**config.mk**
```make
export PLATFORM = sky130hd
export DESIGN_NAME = stack_ctrl_seq_flat
export DESIGN_NICKNAME = d
export VERILOG_FILES = /design/src/rtl/stack_ctrl_seq_if.sv /design/src/rtl/stack_ctrl_seq.sv /design/src/flat_wrapper.sv
export SDC_FILE = /design/constraint.sdc
export NUM_CORES = 1
export LEC_CHECK = 0
export ABC_AREA = 1
export CORE_UTILIZATION = 30
export DETAILED_ROUTE_END_ITERATION = 8
export HOLD_SLACK_MARGIN = 0.1
export PLACE_DENSITY = 0.53
export SLEW_MARGIN = 15
export SYNTH_ARGS = -nofsm -noshare
export SYNTH_HDL_FRONTEND = slang
export SYNTH_SLANG_ARGS = --single-unit
```
**constraint.sdc**
```tcl
create_clock -name clk -period 2.5 [get_ports clk]
set_input_delay 0.75 -clock clk [delete_from_list [all_inputs] [get_ports clk]]
set_output_delay 0.75 -clock clk [all_outputs]
set_load 0.03 [all_outputs]
```
**src/rtl/stack_ctrl_seq_if.sv**
```systemverilog
// ---------------------------------------------------------------------------
// stack_ctrl_seq_if
//   Command handshake between the instruction decoder and the stack command
//   sequencer. The decoder offers a command with CMD_VALID/CMD_OP/TOS_RESTORE.
//   The sequencer reports CMD_READY, a one-cycle DONE at completion, and ERR
//   alongside DONE when the command was rejected.
//
//   master : decoder side (drives the command, observes ready/done/err)
//   slave  : sequencer side
// ---------------------------------------------------------------------------
interface stack_ctrl_seq_if #(
  parameter int ADDR_WIDTH = 12
);
  logic                  CMD_VALID;
  logic [2:0]            CMD_OP;
  logic [ADDR_WIDTH-1:0] TOS_RESTORE;
  logic                  CMD_READY;
  logic                  DONE;
  logic                  ERR;

  modport master (
    output CMD_VALID, CMD_OP, TOS_RESTORE,
    input  CMD_READY, DONE, ERR
  );

  modport slave (
    input  CMD_VALID, CMD_OP, TOS_RESTORE,
    output CMD_READY, DONE, ERR
  );
endinterface

```
**src/rtl/stack_ctrl_seq.sv**
```systemverilog
// ---------------------------------------------------------------------------
// stack_ctrl_seq
//   Turns one high-level stack command per handshake into the multi-cycle
//   control sequence for the stack/TOS datapath. It tracks the element count,
//   and it rejects pushes when the stack is full and pops when it is empty.
//
// Ports
//   clk, reset            single clock; synchronous active-high reset
//   cmd (slave)           CMD_VALID/CMD_OP/TOS_RESTORE in; CMD_READY/DONE/ERR out
//   OVF_STICKY/UNF_STICKY set by a rejected push/pop, cleared only by reset
//   DEPTH                 current element count (slot 0 is never written)
//   SEL_MUX_STACK, CTRL_* , SEL_MUX_TOS, SEL_TOS_UPDATER, CTRL_STACK,
//   CTRL_MEM_EXT          datapath controls, decoded from registered state
// ---------------------------------------------------------------------------
module stack_ctrl_seq #(
  parameter int ADDR_WIDTH = 12
) (
  input  logic                  clk,
  input  logic                  reset,
  stack_ctrl_seq_if.slave       cmd,
  output logic                  OVF_STICKY,
  output logic                  UNF_STICKY,
  output logic [ADDR_WIDTH-1:0] DEPTH,
  output logic [2:0]            SEL_MUX_STACK,
  output logic                  CTRL_REG_READ_STACK,
  output logic                  CTRL_REG_WRITE_STACK,
  output logic                  CTRL_REG_READ_MEM,
  output logic                  CTRL_REG_WRITE_MEM,
  output logic                  SEL_MUX_TOS,
  output logic                  CTRL_REG_TOS,
  output logic                  SEL_TOS_UPDATER,
  output logic                  CTRL_STACK,
  output logic                  CTRL_MEM_EXT
);

  typedef enum logic [2:0] {
    OP_PUSH_ALU  = 3'b000,
    OP_PUSH_MEM  = 3'b001,
    OP_PUSH_RET  = 3'b010,
    OP_PUSH_ARG  = 3'b011,
    OP_DUP       = 3'b100,
    OP_POP       = 3'b101,
    OP_STORE_MEM = 3'b110,
    OP_SET_TOS   = 3'b111
  } op_e;

  typedef enum logic [3:0] {
    S_IDLE,
    S_MEM_WAIT,
    S_MEM_CAP,
    S_RD_WAIT,
    S_RD_CAP,
    S_PUSH_LD,
    S_PUSH_WR,
    S_ST_WR,
    S_TOS_LD,
    S_RESP
  } state_e;

  localparam logic [ADDR_WIDTH-1:0] DEPTH_ONE = ADDR_WIDTH'(1);

  state_e                state_q, state_d;
  op_e                   op_q, op_d;
  logic                  err_q, err_d;
  logic [ADDR_WIDTH-1:0] depth_q, depth_d;
  logic                  ovf_q, ovf_d;
  logic                  unf_q, unf_d;

  op_e  in_op;
  logic in_is_push;
  logic in_is_pop;
  logic depth_full;
  logic depth_empty;

  assign in_op       = op_e'(cmd.CMD_OP);
  // The five push-class opcodes are exactly 000..100.
  assign in_is_push  = (cmd.CMD_OP <= 3'b100);
  assign in_is_pop   = (in_op == OP_POP) || (in_op == OP_STORE_MEM);
  // Usable depth is 2^ADDR_WIDTH-1, so "full" is the all-ones count.
  assign depth_full  = &depth_q;
  assign depth_empty = (depth_q == '0);

  // NOTE: sequential state uses non-blocking assignments so every register
  // samples the pre-edge value of every other register.
  always_ff @(posedge clk) begin
    if (reset) begin
      state_q <= S_IDLE;
      op_q    <= OP_PUSH_ALU;
      err_q   <= 1'b0;
      depth_q <= '0;
      ovf_q   <= 1'b0;
      unf_q   <= 1'b0;
    end else begin
      state_q <= state_d;
      op_q    <= op_d;
      err_q   <= err_d;
      depth_q <= depth_d;
      ovf_q   <= ovf_d;
      unf_q   <= unf_d;
    end
  end

  // Next-state logic. The depth counter moves in the same cycle that the
  // datapath updates TOS, so the two stay in lockstep.
  always_comb begin
    // NOTE: every variable gets a default first, so no path can leave one
    // unassigned and infer a latch.
    state_d = state_q;
    op_d    = op_q;
    err_d   = err_q;
    depth_d = depth_q;
    ovf_d   = ovf_q;
    unf_d   = unf_q;

    unique case (state_q)
      S_IDLE: begin
        if (cmd.CMD_VALID) begin
          op_d  = in_op;
          err_d = 1'b0;
          if (in_is_push && depth_full) begin
            state_d = S_RESP;
            err_d   = 1'b1;
            ovf_d   = 1'b1;
          end else if (in_is_pop && depth_empty) begin
            state_d = S_RESP;
            err_d   = 1'b1;
            unf_d   = 1'b1;
          end else begin
            unique case (in_op)
              OP_PUSH_ALU, OP_PUSH_RET, OP_PUSH_ARG: state_d = S_PUSH_LD;
              OP_PUSH_MEM:                           state_d = S_MEM_WAIT;
              OP_DUP, OP_POP, OP_STORE_MEM:          state_d = S_RD_WAIT;
              OP_SET_TOS:                            state_d = S_TOS_LD;
              default:                               state_d = S_IDLE;
            endcase
          end
        end
      end
      S_MEM_WAIT: state_d = S_MEM_CAP;
      S_MEM_CAP:  state_d = S_PUSH_LD;
      S_RD_WAIT:  state_d = S_RD_CAP;
      S_RD_CAP: begin
        if (op_q == OP_DUP) begin
          state_d = S_PUSH_LD;
        end else if (op_q == OP_STORE_MEM) begin
          state_d = S_ST_WR;
        end else begin
          state_d = S_RESP;
          depth_d = depth_q - DEPTH_ONE;
        end
      end
      S_PUSH_LD: begin
        state_d = S_PUSH_WR;
        depth_d = depth_q + DEPTH_ONE;
      end
      S_PUSH_WR: state_d = S_RESP;
      S_ST_WR: begin
        state_d = S_RESP;
        depth_d = depth_q - DEPTH_ONE;
      end
      S_TOS_LD: begin
        // The datapath loads TOS from TOS_RESTORE in this cycle; mirror it.
        state_d = S_RESP;
        depth_d = cmd.TOS_RESTORE;
      end
      S_RESP:  state_d = S_IDLE;
      default: state_d = S_IDLE;
    endcase
  end

  // Output decode: a function of registered state and the latched opcode only,
  // so nothing on the command inputs can reach a control combinationally.
  always_comb begin
    SEL_MUX_STACK        = 3'b000;
    CTRL_REG_READ_STACK  = 1'b0;
    CTRL_REG_WRITE_STACK = 1'b0;
    CTRL_REG_READ_MEM    = 1'b0;
    CTRL_REG_WRITE_MEM   = 1'b0;
    SEL_MUX_TOS          = 1'b0;
    CTRL_REG_TOS         = 1'b0;
    SEL_TOS_UPDATER      = 1'b0;
    CTRL_STACK           = 1'b0;
    CTRL_MEM_EXT         = 1'b0;

    unique case (state_q)
      S_PUSH_LD: begin
        // Opcodes 000..100 double as the stack-input mux select.
        SEL_MUX_STACK        = op_q;
        CTRL_REG_WRITE_STACK = 1'b1;
        CTRL_REG_TOS         = 1'b1;
      end
      S_PUSH_WR: CTRL_STACK        = 1'b1;
      S_MEM_CAP: CTRL_REG_READ_MEM = 1'b1;
      S_RD_CAP: begin
        if (op_q == OP_STORE_MEM) begin
          CTRL_REG_WRITE_MEM = 1'b1;
        end else begin
          CTRL_REG_READ_STACK = 1'b1;
          if (op_q == OP_POP) begin
            CTRL_REG_TOS    = 1'b1;
            SEL_TOS_UPDATER = 1'b1;
          end
        end
      end
      S_ST_WR: begin
        CTRL_MEM_EXT    = 1'b1;
        CTRL_REG_TOS    = 1'b1;
        SEL_TOS_UPDATER = 1'b1;
      end
      S_TOS_LD: begin
        SEL_MUX_TOS  = 1'b1;
        CTRL_REG_TOS = 1'b1;
      end
      default: ;
    endcase
  end

  assign cmd.CMD_READY = (state_q == S_IDLE);
  assign cmd.DONE      = (state_q == S_RESP);
  assign cmd.ERR       = (state_q == S_RESP) && err_q;
  assign DEPTH         = depth_q;
  assign OVF_STICKY    = ovf_q;
  assign UNF_STICKY    = unf_q;

endmodule

```
**src/flat_wrapper.sv**
```systemverilog
// flat-port wrapper written by rule: the top's interface ports become plain ports
module stack_ctrl_seq_flat 
#(
  parameter int ADDR_WIDTH = 12
)
  (clk, reset, OVF_STICKY, UNF_STICKY, DEPTH, SEL_MUX_STACK, CTRL_REG_READ_STACK, CTRL_REG_WRITE_STACK, CTRL_REG_READ_MEM, CTRL_REG_WRITE_MEM, SEL_MUX_TOS, CTRL_REG_TOS, SEL_TOS_UPDATER, CTRL_STACK, CTRL_MEM_EXT, cmd_CMD_VALID, cmd_CMD_OP, cmd_TOS_RESTORE, cmd_CMD_READY, cmd_DONE, cmd_ERR);
  stack_ctrl_seq_if #(.ADDR_WIDTH(ADDR_WIDTH)) cmd_i ();
  input  logic clk;
  input  logic reset;
  output logic OVF_STICKY;
  output logic UNF_STICKY;
  output logic [ADDR_WIDTH-1:0] DEPTH;
  output logic [2:0] SEL_MUX_STACK;
  output logic CTRL_REG_READ_STACK;
  output logic CTRL_REG_WRITE_STACK;
  output logic CTRL_REG_READ_MEM;
  output logic CTRL_REG_WRITE_MEM;
  output logic SEL_MUX_TOS;
  output logic CTRL_REG_TOS;
  output logic SEL_TOS_UPDATER;
  output logic CTRL_STACK;
  output logic CTRL_MEM_EXT;
  input wire logic [$bits(cmd_i.CMD_VALID)-1:0] cmd_CMD_VALID;
  input wire logic [$bits(cmd_i.CMD_OP)-1:0] cmd_CMD_OP;
  input wire logic [$bits(cmd_i.TOS_RESTORE)-1:0] cmd_TOS_RESTORE;
  output wire logic [$bits(cmd_i.CMD_READY)-1:0] cmd_CMD_READY;
  output wire logic [$bits(cmd_i.DONE)-1:0] cmd_DONE;
  output wire logic [$bits(cmd_i.ERR)-1:0] cmd_ERR;
  assign cmd_i.CMD_VALID = cmd_CMD_VALID;
  assign cmd_i.CMD_OP = cmd_CMD_OP;
  assign cmd_i.TOS_RESTORE = cmd_TOS_RESTORE;
  assign cmd_CMD_READY = cmd_i.CMD_READY;
  assign cmd_DONE = cmd_i.DONE;
  assign cmd_ERR = cmd_i.ERR;
  stack_ctrl_seq #(.ADDR_WIDTH(ADDR_WIDTH)) u_core (.clk(clk), .reset(reset), .cmd(cmd_i), .OVF_STICKY(OVF_STICKY), .UNF_STICKY(UNF_STICKY), .DEPTH(DEPTH), .SEL_MUX_STACK(SEL_MUX_STACK), .CTRL_REG_READ_STACK(CTRL_REG_READ_STACK), .CTRL_REG_WRITE_STACK(CTRL_REG_WRITE_STACK), .CTRL_REG_READ_MEM(CTRL_REG_READ_MEM), .CTRL_REG_WRITE_MEM(CTRL_REG_WRITE_MEM), .SEL_MUX_TOS(SEL_MUX_TOS), .CTRL_REG_TOS(CTRL_REG_TOS), .SEL_TOS_UPDATER(SEL_TOS_UPDATER), .CTRL_STACK(CTRL_STACK), .CTRL_MEM_EXT(CTRL_MEM_EXT));
endmodule
```
# After elaboration in Yosys (flattened, before gate mapping)
# Memory sizes are Yosys's and may differ from the RTL's.
# Index checks and enable logic that the tools add are counted.
[op_classes]
addsub = 2
n_lt_le_gt_ge = 1
n_eq_ne = 17
muxes = 25
bitwise_logic = 1
n_reduce_logical = 14
[ops]
columns = ["cell", "n"]
rows = [
  ["12-bit one-hot mux with 4 select lines", 1],
  ["4-bit one-hot mux with 7 select lines", 1],
  ["12-bit two-way mux", 2],
  ["4-bit two-way mux", 5],
  ["4-bit by 3-bit == test with 1-bit output, second input constant", 4],
  ["3-bit == test, second input constant", 5],
  ["1-bit two-way mux", 13],
  ["12-bit by 1-bit adder with 12-bit output, second input constant", 1],
  ["12-bit logical NOT", 1],
  ["12-bit AND reduction", 1],
  ["12-bit by 1-bit subtractor with 12-bit output, second input constant", 1],
  ["4-bit by 2-bit == test with 1-bit output, second input constant", 2],
  ["4-bit == test, second input constant", 2],
  ["2-bit inequality test, second input constant", 3],
  ["3-bit AND reduction", 2],
  ["3-bit OR reduction", 2],
  ["4-bit by 1-bit == test with 1-bit output, second input constant", 1],
  ["4-bit logical NOT", 1],
  ["1-bit one-hot mux with 2 select lines", 2],
  ["4-bit AND reduction", 1],
  ["4-bit nonzero test", 1],
  ["3-bit <= comparator, second input constant", 1],
  ["1-bit logical AND", 3],
  ["3-bit two-way mux", 1],
  ["other kinds (3)", 3],
]
[word_totals]
regBits = 22
romBits = 32
in_bits = 18
elab_cells = 67
mem_count = 1
[memory_table]
columns = ["memory", "depth", "word_bits", "read_ports", "rd_ports_with_merged_regs", "wr", "line", "text"]
rows = [
  ["(name not given)", 8, 4, 1, 0, 0, "stack_ctrl_seq.sv:129", "unique case (in_op)"],
]

# Logic depth before layout (Yosys ltp)
[depth]
depth_word = 7
depth_mapped = 14

# Worst setup path before layout
# No wires, ideal clock.
[synth_path]
kind = "flip-flop to output port"
from = "reg u_core.state_q[3]"
to = "out SEL_TOS_UPDATER"
t_arrival_ns = 1.599
required_time_ns = 1.750
slack_ns = 0.151
path_stages_with_launch = 6
path_cell_list = "dfxtp_1 inv_2 nand2_2 nor3_1 inv_1 nand2_1"
[synth_between]
elab_chain_len = 2
elab_cells_between_ends = 3
classes_between = "eq/ne: 2; mux: 1"
[synth_rtl]
columns = ["item", "line", "text"]
rows = [
  ["from (decl)", "stack_ctrl_seq.sv:62", "state_e state_q, state_d;"],
  ["from (signal assigned)", "stack_ctrl_seq.sv:94", "state_q <= state_d;"],
  ["4-bit by 3-bit == test with 1-bit output", "stack_ctrl_seq.sv:185", "unique case (state_q)"],
  ["1-bit one-hot mux with 2 select lines (*)", "stack_ctrl_seq.sv:185", ""],
  ["to (decl)", "flat_wrapper.sv:20", "output logic SEL_TOS_UPDATER;"],
]
# Mark *: on every way between the ends. The rest lies on a longest branch, timed or not.

# Worst setup path after layout
[layout_path]
from = "reg u_core.state_q[0]"
to = "out SEL_MUX_TOS"
[layout_between]
elab_chain_len = 2
[layout_rtl]
columns = ["item", "line", "text"]
rows = [
  ["4-bit == test", "stack_ctrl_seq.sv:185", ""],
  ["1-bit two-way mux", "stack_ctrl_seq.sv:185", ""],
  ["to (decl)", "flat_wrapper.sv:18", "output logic SEL_MUX_TOS;"],
]
# Every way passes these cells.

==> results by group <==
Run status
  – Outcome: completed

CTS
  – Total CTS buffers: 3
  – Number of setup buffers added after CTS: 0
  – Maximum clock insertion buffer count: 2
  – Clock-pin slew reported for the worst setup and hold paths after clock tree synthesis: 90 ps
  – Worst-Skew Late Latency: 270 ps
  – Depth of the CTS H-tree: 1
  – Clock tree root buffer cell: sky130_fd_sc_hd__clkbuf_8
  – Sink count of the clock tree: 22
  – CTS tree: built

Timing
  – Rel. slew slack: 0.7003
  – Max Transition Viols Final: 0
  – Worst hold margin: 482.3 ps
  – Fmax: 410.4 MHz
  – Final critical-path setup slack: 63.14 ps
  – Final critical delay including setup and external delays: 2437 ps
  – Final count of hold timing violations: 0
  – Endpoints failing setup: 0
  – Slew at the pin closest to its max-slew limit: 445.8 ps
  – RSZ-0062 raised after global routing: false
  – Post-route setup TNS: 0 ps
  – Maximum clock skew at final layout: 2.466 ps
  – Ratio of final minimum period to clock period: 0.9747

Global routing
  – GRT Residual Overflow: 0
  – Global Route Usage Sum: 0.1791
  – Pin count of the biggest net entering global routing: 17
  – Number of global-route vias before repair: 1810
  – Fraction of met1 tracks used by global routing: 0.2687
  – Number of antenna violations at the first check in global routing: 0
  – Global-route met2 utilization: 0.2733
  – Met3 track demand over resource: 0.02444
  – Layer carrying the most global-route usage: met2
  – Wire length of the first global-routing pass: 8.956 mm

Detailed routing
  – Remaining number of nets flagged by the antenna check after routing: 0
  – Via count normalized by instance count: 4.867
  – Routed length per instance: 13.39 um
  – Remaining design rule violation count: 0
  – DR pass1 iterations: 4
  – Number of DRC violations after detailed-routing iteration 0: 88
  – Via count: 2078
  – Aggregate routed wire length: 5.719 mm

Layout
  – Flip-flop and latch area: 441.7 um^2
  – Layout fillers: 658
  – Total area of multi-input combinational cells: 0.001250 mm^2
  – Synth-to-layout area growth: 32.96%
  – Antenna cells: 0
  – Fraction of final layout cells with drive strength greater than 1: 0.1420
  – Layout net count: 383

Worst setup path
  – Nature of the critical path startpoint: flip-flop
  – Type of the setup path with the least slack: flip-flop to output port
  – Critical path fanouts, max: 6
  – Data required time at the worst endpoint: 1750 ps
  – Worst stage delay on the critical path: 690 ps
  – Critical path's top delay family: buffers and inverters
  – Combined buffer and inverter count along the critical path: 1
  – CP max-delay cell: sky130_fd_sc_hd__clkdlybuf4s50_1
  – Worst-path cell chain: nor2_2 -> nand2_2 -> nor2_4 -> clkdlybuf4s50_1
  – Critical Path Sink Type: output port
  – Worst endpoint data arrival time: 1690 ps

Pwr
  – Combinational group share of total power: 0.707
  – Switching part of the total: 0.5317
  – Net switching power: 1.713 mW
  – LEAKAGE: 1.201 nW
  – Worst IR Drop VDD: 482.4 uV
  – PwrDens: 1279 mW/mm^2
  – Power share of the clock group: 0.107
  – Power Internal: 1.509 mW
  – Part of the power in registers: 0.186

Synthesis
  – Summed instance area of the synthesized netlist: 0.001894 mm^2
  – Leading cell types by count after synthesis: 66 x sky130_fd_sc_hd__nand2_1, 40 x sky130_fd_sc_hd__inv_1, 40 x sky130_fd_sc_hd__nor2_1
  – Post-synthesis simple-gate area fraction: 0.3679
  – Area share of xor/xnor cells in the synthesized design: 0.01849
  – Portion of the post-synthesis area used by sequential elements: 0.2325
  – Portion of netlist area occupied by mux cells: 0
  – Average instance area after synthesis: 6.336 um^2
  – Number of nets in the synthesized netlist: 329
  – Proportion of register bits with asynchronous set or reset after synthesis: 0
  – Cell variety after synth: 32
  – YS warnings: 0
  – Most used flip-flop cell after synthesis: sky130_fd_sc_hd__dfxtp_1
  – Largest cells by area after synthesis: sky130_fd_sc_hd__dfxtp_1 23%, sky130_fd_sc_hd__nand2_1 13%, sky130_fd_sc_hd__inv_1 7.9%
  – Cell with the most instances after synthesis: sky130_fd_sc_hd__nand2_1
  – Largest family of logic cells by synthesized area: simple AND/OR/NAND/NOR gates
  – Cell taking the most area after synthesis: sky130_fd_sc_hd__dfxtp_1
  – Cells after synthesis: 299
  – Compound-cell area share of the yosys netlist: 0.1889
  – Post-synthesis adder-cell area fraction: 0.08322
  – Fraction of synthesized cell area taken by the top area cell type: 0.2325
  – Post-synth EDFFs: 0
  – Number of storage elements in the synthesis netlist: 22

Floorplan
  – Cell row count: 28
  – Total Die Area: 0.006637 mm^2
  – Starting density of the core: 0.3162
  – Top-level port count: 47
  – Placeable core region: 0.005991 mm^2
  – Die height: 81.47 um
  – Horizontal die dimension: 81.47 um

Placement
  – Post-detailed-placement half-perimeter wirelength: 4.498 mm
  – Number of input and output port buffers inserted: 46
  – Worst slack at placement: 72.33 ps
  – Gpl congestion: 0.8621

Flow run
  – Number of max-cap violations: 0

Min path
  – Class of the tightest hold or removal check: flip-flop to flip-flop
## layout make-up
cell class / count / share of cell area
tap: 75 / 0.03726
inverter: 44 / 0.06756
clock buffer: 3 / 0.01639
clock inverter: 1 / 0.01192
multi-input combinational: 229 / 0.4963
sequential: 22 / 0.1754
timing repair buffer: 53 / 0.1952
## cell families (layout without fill, tap and decap cells)
kind of cell             after synthesis  count (layout)
flip-flops                            22              22
adder cells (fa/ha/maj)               12              12
buffers and inverters                 48             101
AO/OA/AOI/OAI                         58              58
XOR/XNOR                               4               4
AND/OR/NAND/NOR                      155             155
## worst paths after layout
| kind | startpoint | to | slack, ps | cells after the start |
|---|---|---|---|---|
| setup / recovery | u_core.state_q[0] | SEL_MUX_TOS | 60 | 4 |
| hold / removal | u_core.OVF_STICKY | u_core.OVF_STICKY | 480 | 2 |
| setup reg to reg | u_core.state_q[2] | u_core.DEPTH[8] | 220 | 12 |
| hold reg to reg | u_core.OVF_STICKY | u_core.OVF_STICKY | 480 | 2 |
## metal layers
metal	up-vias	part of all wire
met4	0	0.0061
met3	2	0.045
li1	1095	-
met5	-	0
met1	933	0.53
met2	48	0.42
## worst register-to-register path: stages, from the launching register on
cell	delay, ps
sky130_fd_sc_hd__dfxtp_1	380
sky130_fd_sc_hd__inv_1	110
sky130_fd_sc_hd__nor2_1	200
sky130_fd_sc_hd__nand2_2	170
sky130_fd_sc_hd__buf_4	210
sky130_fd_sc_hd__ha_1	310
sky130_fd_sc_hd__a21oi_1	270
sky130_fd_sc_hd__nor2_1	90
sky130_fd_sc_hd__nor2_1	130
sky130_fd_sc_hd__a21o_1	130
sky130_fd_sc_hd__nand3_1	60
sky130_fd_sc_hd__nand2_1	90
sky130_fd_sc_hd__a21oi_2	50
## power by group through the flow
stage | Sequential [mW] | Clock (mW) | Combinational, mW
floorplan | 0.628 | 0 | 1.51
global placement | 0.607 | 0 | 2.30
detailed placement | 0.604 | 0 | 2.28
CTS | 0.596 | 0.355 | 2.29
global route | 0.621 | 0.363 | 2.55
finish | 0.598 | 0.345 | 2.28
## repair_timing
item                       4_1_cts  5_1_grt
hold buffers                     0        0
pin swaps                        0        0
setup endpoints to repair        8       15
gates resized for setup          8       10
## placed cells by master, fill, tap and decap left out, types with 11 or more instances in the layout
master                             n
sky130_fd_sc_hd__nand2_1          65
sky130_fd_sc_hd__inv_1            40
sky130_fd_sc_hd__nor2_1           40
sky130_fd_sc_hd__clkdlybuf4s50_1  32
sky130_fd_sc_hd__a21oi_1          21
sky130_fd_sc_hd__dfxtp_1          21
sky130_fd_sc_hd__nand3_1          20
sky130_fd_sc_hd__o21ai_0          15
sky130_fd_sc_hd__a21oi_2          13
sky130_fd_sc_hd__ha_1             11
sky130_fd_sc_hd__buf_4            11
## flip-flops by register name, summed over array words and instances (netlist names)
register           count
u_core.err_q           1
u_core.DEPTH          12
u_core.op_q            3
u_core.OVF_STICKY      1
u_core.UNF_STICKY      1
u_core.state_q         4
## metrics by stage
stage | total power, mW | cell area [um^2] | cells | util
floorplan | 2.139 | 1894 | 299 | -
global placement | 2.903 | 2455 | 423 | 0.4098
CTS | 3.237 | 2516 | 427 | 0.4200
global route | 3.534 | 2519 | 427 | 0.4204
finish | 3.221 | 2519 | 427 | 0.4204
detailed placement | 2.887 | 2455 | 423 | 0.4098
Power figures use the tool's default switching activity.
